===== src/rtl/dmem_arbiter.sv =====
`default_nettype none
// +----------------------------------------------------------------------------+
// | Module      : dmem_arbiter                                                 |
// | Description : Round-robin arbiter that shares one data-memory port among   |
// |               NCORES per-core requesters. Grants one core, drives the      |
// |               shared memory for MEM_LAT cycles, returns read data and      |
// |               pulses done to the granted core.                             |
// | Option      : DMEM_ARB_FIXED_PRIO_EN - core 0 always wins when requesting; |
// |               the remaining cores rotate among themselves.                 |
// | Revision    : 1.0 - initial release                                        |
// +----------------------------------------------------------------------------+
module dmem_arbiter #(
  parameter int NCORES  = 4,
  parameter int AW      = 8,
  parameter int DW      = 8,
  parameter int MEM_LAT = 2
) (
  input  logic                 clk,
  input  logic                 rst,
  input  logic [NCORES-1:0]    req_i,
  input  logic [NCORES-1:0]    we_i,
  input  logic [NCORES*AW-1:0] addr_i,
  input  logic [NCORES*DW-1:0] wdata_i,
  output logic [NCORES-1:0]    gnt_o,
  output logic [NCORES-1:0]    done_o,
  output logic [DW-1:0]        rdata_o,
  output logic                 mem_en_o,
  output logic                 mem_we_o,
  output logic [AW-1:0]        mem_addr_o,
  output logic [DW-1:0]        mem_wdata_o,
  input  logic [DW-1:0]        mem_rdata_i
);

  localparam int IW = $clog2(NCORES);
  localparam int CW = (MEM_LAT > 1) ? $clog2(MEM_LAT) : 1;
  localparam logic [CW-1:0] CNT_LAST = CW'(MEM_LAT - 1);

  typedef enum logic [1:0] {
    S_IDLE   = 2'd0,
    S_ACCESS = 2'd1,
    S_DONE   = 2'd2
  } state_t;

  state_t              state_q, state_d;
  logic [IW-1:0]       rr_ptr_q, rr_ptr_d;
  logic [IW-1:0]       gidx_q, gidx_d;
  logic [CW-1:0]       cnt_q, cnt_d;
  logic [NCORES-1:0]   gnt_q, gnt_d;
  logic [NCORES-1:0]   done_q, done_d;
  logic [DW-1:0]       rdata_q, rdata_d;
  logic                mem_en_q, mem_en_d;
  logic                mem_we_q, mem_we_d;
  logic [AW-1:0]       mem_addr_q, mem_addr_d;
  logic [DW-1:0]       mem_wdata_q, mem_wdata_d;

  logic [NCORES-1:0]   arb_req;
  logic                arb_found;
  logic [IW-1:0]       arb_idx;
  int                  cand;

  // Pick the first requester at or after rr_ptr, wrapping around the core list
  always_comb begin
    arb_req   = req_i;
    arb_found = 1'b0;
    arb_idx   = '0;
    cand      = 0;
`ifdef DMEM_ARB_FIXED_PRIO_EN
    // Core 0 is handled by the priority override below, so it never rotates
    arb_req[0] = 1'b0;
`endif
    for (int k = 0; k < NCORES; k++) begin
      cand = (int'(rr_ptr_q) + k) % NCORES;
      if (!arb_found && arb_req[IW'(cand)]) begin
        arb_found = 1'b1;
        arb_idx   = IW'(cand);
      end
    end
`ifdef DMEM_ARB_FIXED_PRIO_EN
    if (req_i[0]) begin
      arb_found = 1'b1;
      arb_idx   = '0;
    end
`endif
  end

  // State and datapath registers; async reset abandons any in-flight access
  always_ff @(posedge clk or posedge rst) begin
    if (rst) begin
      state_q     <= S_IDLE;
      rr_ptr_q    <= '0;
      gidx_q      <= '0;
      cnt_q       <= '0;
      gnt_q       <= '0;
      done_q      <= '0;
      rdata_q     <= '0;
      mem_en_q    <= 1'b0;
      mem_we_q    <= 1'b0;
      mem_addr_q  <= '0;
      mem_wdata_q <= '0;
    end else begin
      state_q     <= state_d;
      rr_ptr_q    <= rr_ptr_d;
      gidx_q      <= gidx_d;
      cnt_q       <= cnt_d;
      gnt_q       <= gnt_d;
      done_q      <= done_d;
      rdata_q     <= rdata_d;
      mem_en_q    <= mem_en_d;
      mem_we_q    <= mem_we_d;
      mem_addr_q  <= mem_addr_d;
      mem_wdata_q <= mem_wdata_d;
    end
  end

  // Next-state logic: IDLE grants and latches the request, ACCESS counts out
  // the memory latency, DONE holds the grant for the single done cycle
  always_comb begin
    state_d     = state_q;
    rr_ptr_d    = rr_ptr_q;
    gidx_d      = gidx_q;
    cnt_d       = cnt_q;
    gnt_d       = gnt_q;
    done_d      = done_q;
    rdata_d     = rdata_q;
    mem_en_d    = mem_en_q;
    mem_we_d    = mem_we_q;
    mem_addr_d  = mem_addr_q;
    mem_wdata_d = mem_wdata_q;

    case (state_q)
      S_IDLE: begin
        if (arb_found) begin
          gidx_d      = arb_idx;
          gnt_d       = NCORES'(1) << arb_idx;
          mem_en_d    = 1'b1;
          mem_we_d    = we_i[arb_idx];
          mem_addr_d  = addr_i[arb_idx*AW +: AW];
          mem_wdata_d = wdata_i[arb_idx*DW +: DW];
          cnt_d       = '0;
          state_d     = S_ACCESS;
        end
      end

      S_ACCESS: begin
        cnt_d = cnt_q + CW'(1);
        if (cnt_q == CNT_LAST) begin
          // Writes leave the last read value visible on rdata
          if (!mem_we_q) begin
            rdata_d = mem_rdata_i;
          end
          mem_en_d = 1'b0;
          mem_we_d = 1'b0;
          done_d   = gnt_q;
          state_d  = S_DONE;
        end
      end

      S_DONE: begin
        done_d = '0;
        gnt_d  = '0;
        if (gidx_q == IW'(NCORES - 1)) begin
          rr_ptr_d = '0;
        end else begin
          rr_ptr_d = gidx_q + IW'(1);
        end
`ifdef DMEM_ARB_FIXED_PRIO_EN
        // Priority grants to core 0 do not disturb the rotation of the others
        if (gidx_q == '0) begin
          rr_ptr_d = rr_ptr_q;
        end else if (rr_ptr_d == '0) begin
          rr_ptr_d = IW'(1);
        end
`endif
        state_d = S_IDLE;
      end

      default: begin
        state_d = S_IDLE;
      end
    endcase
  end

  assign gnt_o       = gnt_q;
  assign done_o      = done_q;
  assign rdata_o     = rdata_q;
  assign mem_en_o    = mem_en_q;
  assign mem_we_o    = mem_we_q;
  assign mem_addr_o  = mem_addr_q;
  assign mem_wdata_o = mem_wdata_q;

endmodule
`default_nettype wire


===== config.mk =====
export PLATFORM = sky130hd
export DESIGN_NAME = dmem_arbiter
export DESIGN_NICKNAME = d
export VERILOG_FILES = /design/src/rtl/dmem_arbiter.sv
export SDC_FILE = /design/constraint.sdc
export NUM_CORES = 1
export LEC_CHECK = 0
export CAP_MARGIN = 10
export CORE_ASPECT_RATIO = 1.25
export CORE_MARGIN = 2
export CORE_UTILIZATION = 25
export DETAILED_ROUTE_END_ITERATION = 12
export GPL_ROUTABILITY_DRIVEN = 0
export MAX_ROUTING_LAYER = met4
export SLEW_MARGIN = 15
export SYNTH_ARGS = -nofsm -noshare
export SYNTH_HDL_FRONTEND = slang
export SYNTH_SLANG_ARGS = --single-unit

===== constraint.sdc =====
create_clock -name clk -period 3.7 [get_ports clk]
set_input_delay 0.555 -clock clk [delete_from_list [all_inputs] [get_ports clk]]
set_output_delay 0.555 -clock clk [all_outputs]
set_load 0.02 [all_outputs]

==> reports/metrics.cfg <==
[outcome]
outcome = completed

[power]
peakVddDrop_mv = 0.301
power_density_mw_per_mm2 = 764
p_switching_uw = 1120
cellLeakagePower_uw = 0.00145
p_comb_share_pct = 56.5
internal_power_uw = 1630
swShare_pct = 40.8
p_seq_share_pct = 31.8
power_frac_clock_pct = 11.7

[sta]
rsz0062_at_grt = false
worstMarginPinSlew_ps = 809
fin_crit_sh_pct = 75.0
report.final.slew_viol_count = 0
timing.fmax_ghz = 0.360
finClkSkew_ps = 8.48
finalCriticalPeriod_ps = 2780
setup_violations = 0
slew_headroom_pct = 45.8
setup-tns-final_ps = 0
finalHoldViolCount = 0

[setup_path]
reg2reg_from = rr_ptr_q[1]$_DFFE_PP0P_
cp_cell_sequence = clkdlybuf4s50_1 > mux2i_4 > o221ai_4 > buf_4 > mux2_2 > a32oi_1 > o31ai_1
path_max_fanout = 17
cp-start-kind = input pin
r2r_slack_ps = 1240
cp-end-kind = register
crit_slowest_cell = clkdlybuf4s50_1
critPathTopFamily = buffers and inverters
critPathArrivalTime_ps = 2930
crit_type = in -> reg
worst_ep_required_time_ps = 3850
startpoint = req_i[0]
crit_buf_inv = 2
slowest_delay_ps = 750

[yosys]
muxShareOfSynthArea_pct = 15.2
synth.distinct_cells = 38
synth-simple-area-share_pct = 10.7
ys_seq_area_share_pct = 45.6
async_reset_ff_share_pct = 100
synth-edff-count = 0
postSynthAreaPerCell_um2 = 10.6
ys_ff_latch = 41
synth.net_count = 296
yosys_warnings = 0
netlist_area_mm2 = 0.00225
synth_top_family_by_area = compound AO/OA/AOI/OAI gates
synth_fa_ha_area_share_pct = 0.556
netlist_instances = 213
synth_flop_cell = dfrtp_1
synth_xor_area_share_pct = 0
synth-compound-area-share_pct = 23.2

[cells_and_area]
finish.instance_area_mm2 = 0.00360
area_growth_pct = 59.7
finish.utilization_pct = 41.3
layout-drive-gt1-share_pct = 12.4
antenna_cells = 0
nNetsFinal = 405

[floorplanning]
start_util_pct = 25.9
row_count = 38
core_mm2 = 0.00870
die_h_um = 110
ios = 116
dieArea_mm2 = 0.00979
fp.dieW_um = 88.9

[clocking]
cts_max_level = 2
cts_resized = 0
cts_buffers = 5
clockBufferDepth = 2
cts_hold_buffers = 0
clk_pin_slew_worst_paths_ps = 80
insertion_delay_ps = 290
cts_sinks = 41
tritoncts = done
cts-root-buf = clkbuf_8
cts_setup_buffers = 0

[routing]
drc = 0
vias = 2093
finalWirelength_um = 6950
vias_per_cell = 4.72
ant_nets = 0
wl_per_cell_um = 15.7
first_pass_iters = 4
drtIter0Drc = 131

[global_routing]
busiest_layer = met2
grt_usage_pct = 13.7
grt_pass1_wl_um = 10100
antenna_found_initial = 0
grt_use_met1_pct = 17.6
grt_use_met3_pct = 3.13
use_met2_pct = 22.2
grt_pass1_vias = 2087
grt_max_degree = 42
grt_overflow = 0

[place]
port_buffers = 115
place_area_mm2 = 0.00349
dp_hpwl_um = 5310

[flow_run]
cap_violations = 0

[worst_hold_path]
min_from = gidx_q[0]$_DFFE_PP0P_
hold_class = reg -> reg

## worst register-to-register path, stage by stage (launching register included)
cell	delay (ps)
dfrtp_1	560
mux2i_4	290
o221ai_4	600
buf_4	250
mux2_2	340
a32oi_1	200
o31ai_1	90
## synth_stat cells (3+ instances only)
| cell | count | area (um^2) |
|---|---|---|
| nand2_1 | 20 | 75.1 |
| mux2i_1 | 6 | 60.1 |
| a21boi_0 | 3 | 22.5 |
| clkbuf_1 | 7 | 26.3 |
| nand3_1 | 4 | 20.0 |
| a222oi_1 | 11 | 110 |
| o22a_1 | 5 | 43.8 |
| nor2b_1 | 4 | 25.0 |
| a21oi_1 | 16 | 80.1 |
| inv_1 | 4 | 15.0 |
| mux2_2 | 19 | 214 |
| nor2_1 | 20 | 75.1 |
| dfrtp_1 | 41 | 1030 |
| mux2_4 | 3 | 45.0 |
| buf_2 | 6 | 30.0 |
| a22oi_1 | 3 | 22.5 |
| a221o_1 | 5 | 50.1 |
| o31ai_1 | 3 | 22.5 |
| o21ai_0 | 8 | 40.0 |
## state kept, by name, indices dropped and copies added, names as in the netlist
register     count
gnt_o            4
mem_wdata_o      8
cnt_q            1
rdata_o          8
mem_we_o         1
rr_ptr_q         2
gidx_q           2
done_o           4
mem_addr_o       8
state_q          2
mem_en_o         1
## placed cells by master (no fill, tap or decap), types with 2 or more instances in the layout
master / count
a222oi_1: 11
o31ai_1: 3
o21bai_1: 2
o221a_2: 2
inv_1: 3
buf_4: 4
a22oi_1: 3
mux2_4: 3
clkbuf_8: 7
nand3_1: 4
o22a_1: 5
a21o_1: 2
clkdlybuf4s50_1: 115
dfrtp_1: 41
nor2b_1: 4
a21boi_0: 3
nand2_1: 20
o21ai_0: 8
mux2_2: 19
mux2i_1: 6
a21oi_1: 16
nor2_1: 20
a221o_1: 5
## path summary, 6_finish.rpt
path,to,depth (start not counted)
worst max-delay path,mem_we_o$_DFFE_PP0P_,7
worst max register to register,mem_we_o$_DFFE_PP0P_,6
worst min-delay path,rr_ptr_q[0]$_DFFE_PP0P_,1
min in group asynchronous,rdata_o[3]$_DFFE_PP0P_,3
worst min register to register,rr_ptr_q[0]$_DFFE_PP0P_,1
max in group asynchronous,state_q[0]$_DFFE_PP0P_,3
## final cells by class
class,instances,area (um^2)
fill,865,5100
timing repair buffer,119,1180
multi-input combinational,151,1120
sequential,41,1030
tap,120,150
clock buffer,7,96.3
inverter,4,15.0
clock inverter,1,5.00
## per-stage QoR
stage          hold WS [ps]  std cells  setup slack, ps  total power, uW
3_5_place_dp            496        435              598             2460
4_1_cts                 508        443              915             2800
6_report                498        443              925             2750
3_3_place_gp            472        435              621             2440
5_1_grt                 527        443              795             2960
2_1_floorplan           462        213             1470             1810
## power by group through the flow
stage / registers [uW] / logic [uW] / clock network [uW]
2_1_floorplan: 1030 / 778 / 0
3_3_place_gp: 873 / 1560 / 0
3_5_place_dp: 882 / 1580 / 0
4_1_cts: 876 / 1590 / 335
5_1_grt: 909 / 1700 / 355
6_report: 874 / 1550 / 321
## metal layers
layer | up-vias | wire (um)
met5 | - | 0
li1 | 1012 | -
met4 | 0 | 56
met3 | 6 | 534
met1 | 989 | 3020
met2 | 86 | 3340
## cells by family (layout without fill, tap and decap cells)
logic type,count (synthesis),after routing
fa+ha+maj,1,1
compound gates,66,66
mux,29,29
simple gates,55,55
flops,41,41
buf+inv,21,131
Power figures use the tool's default switching activity.
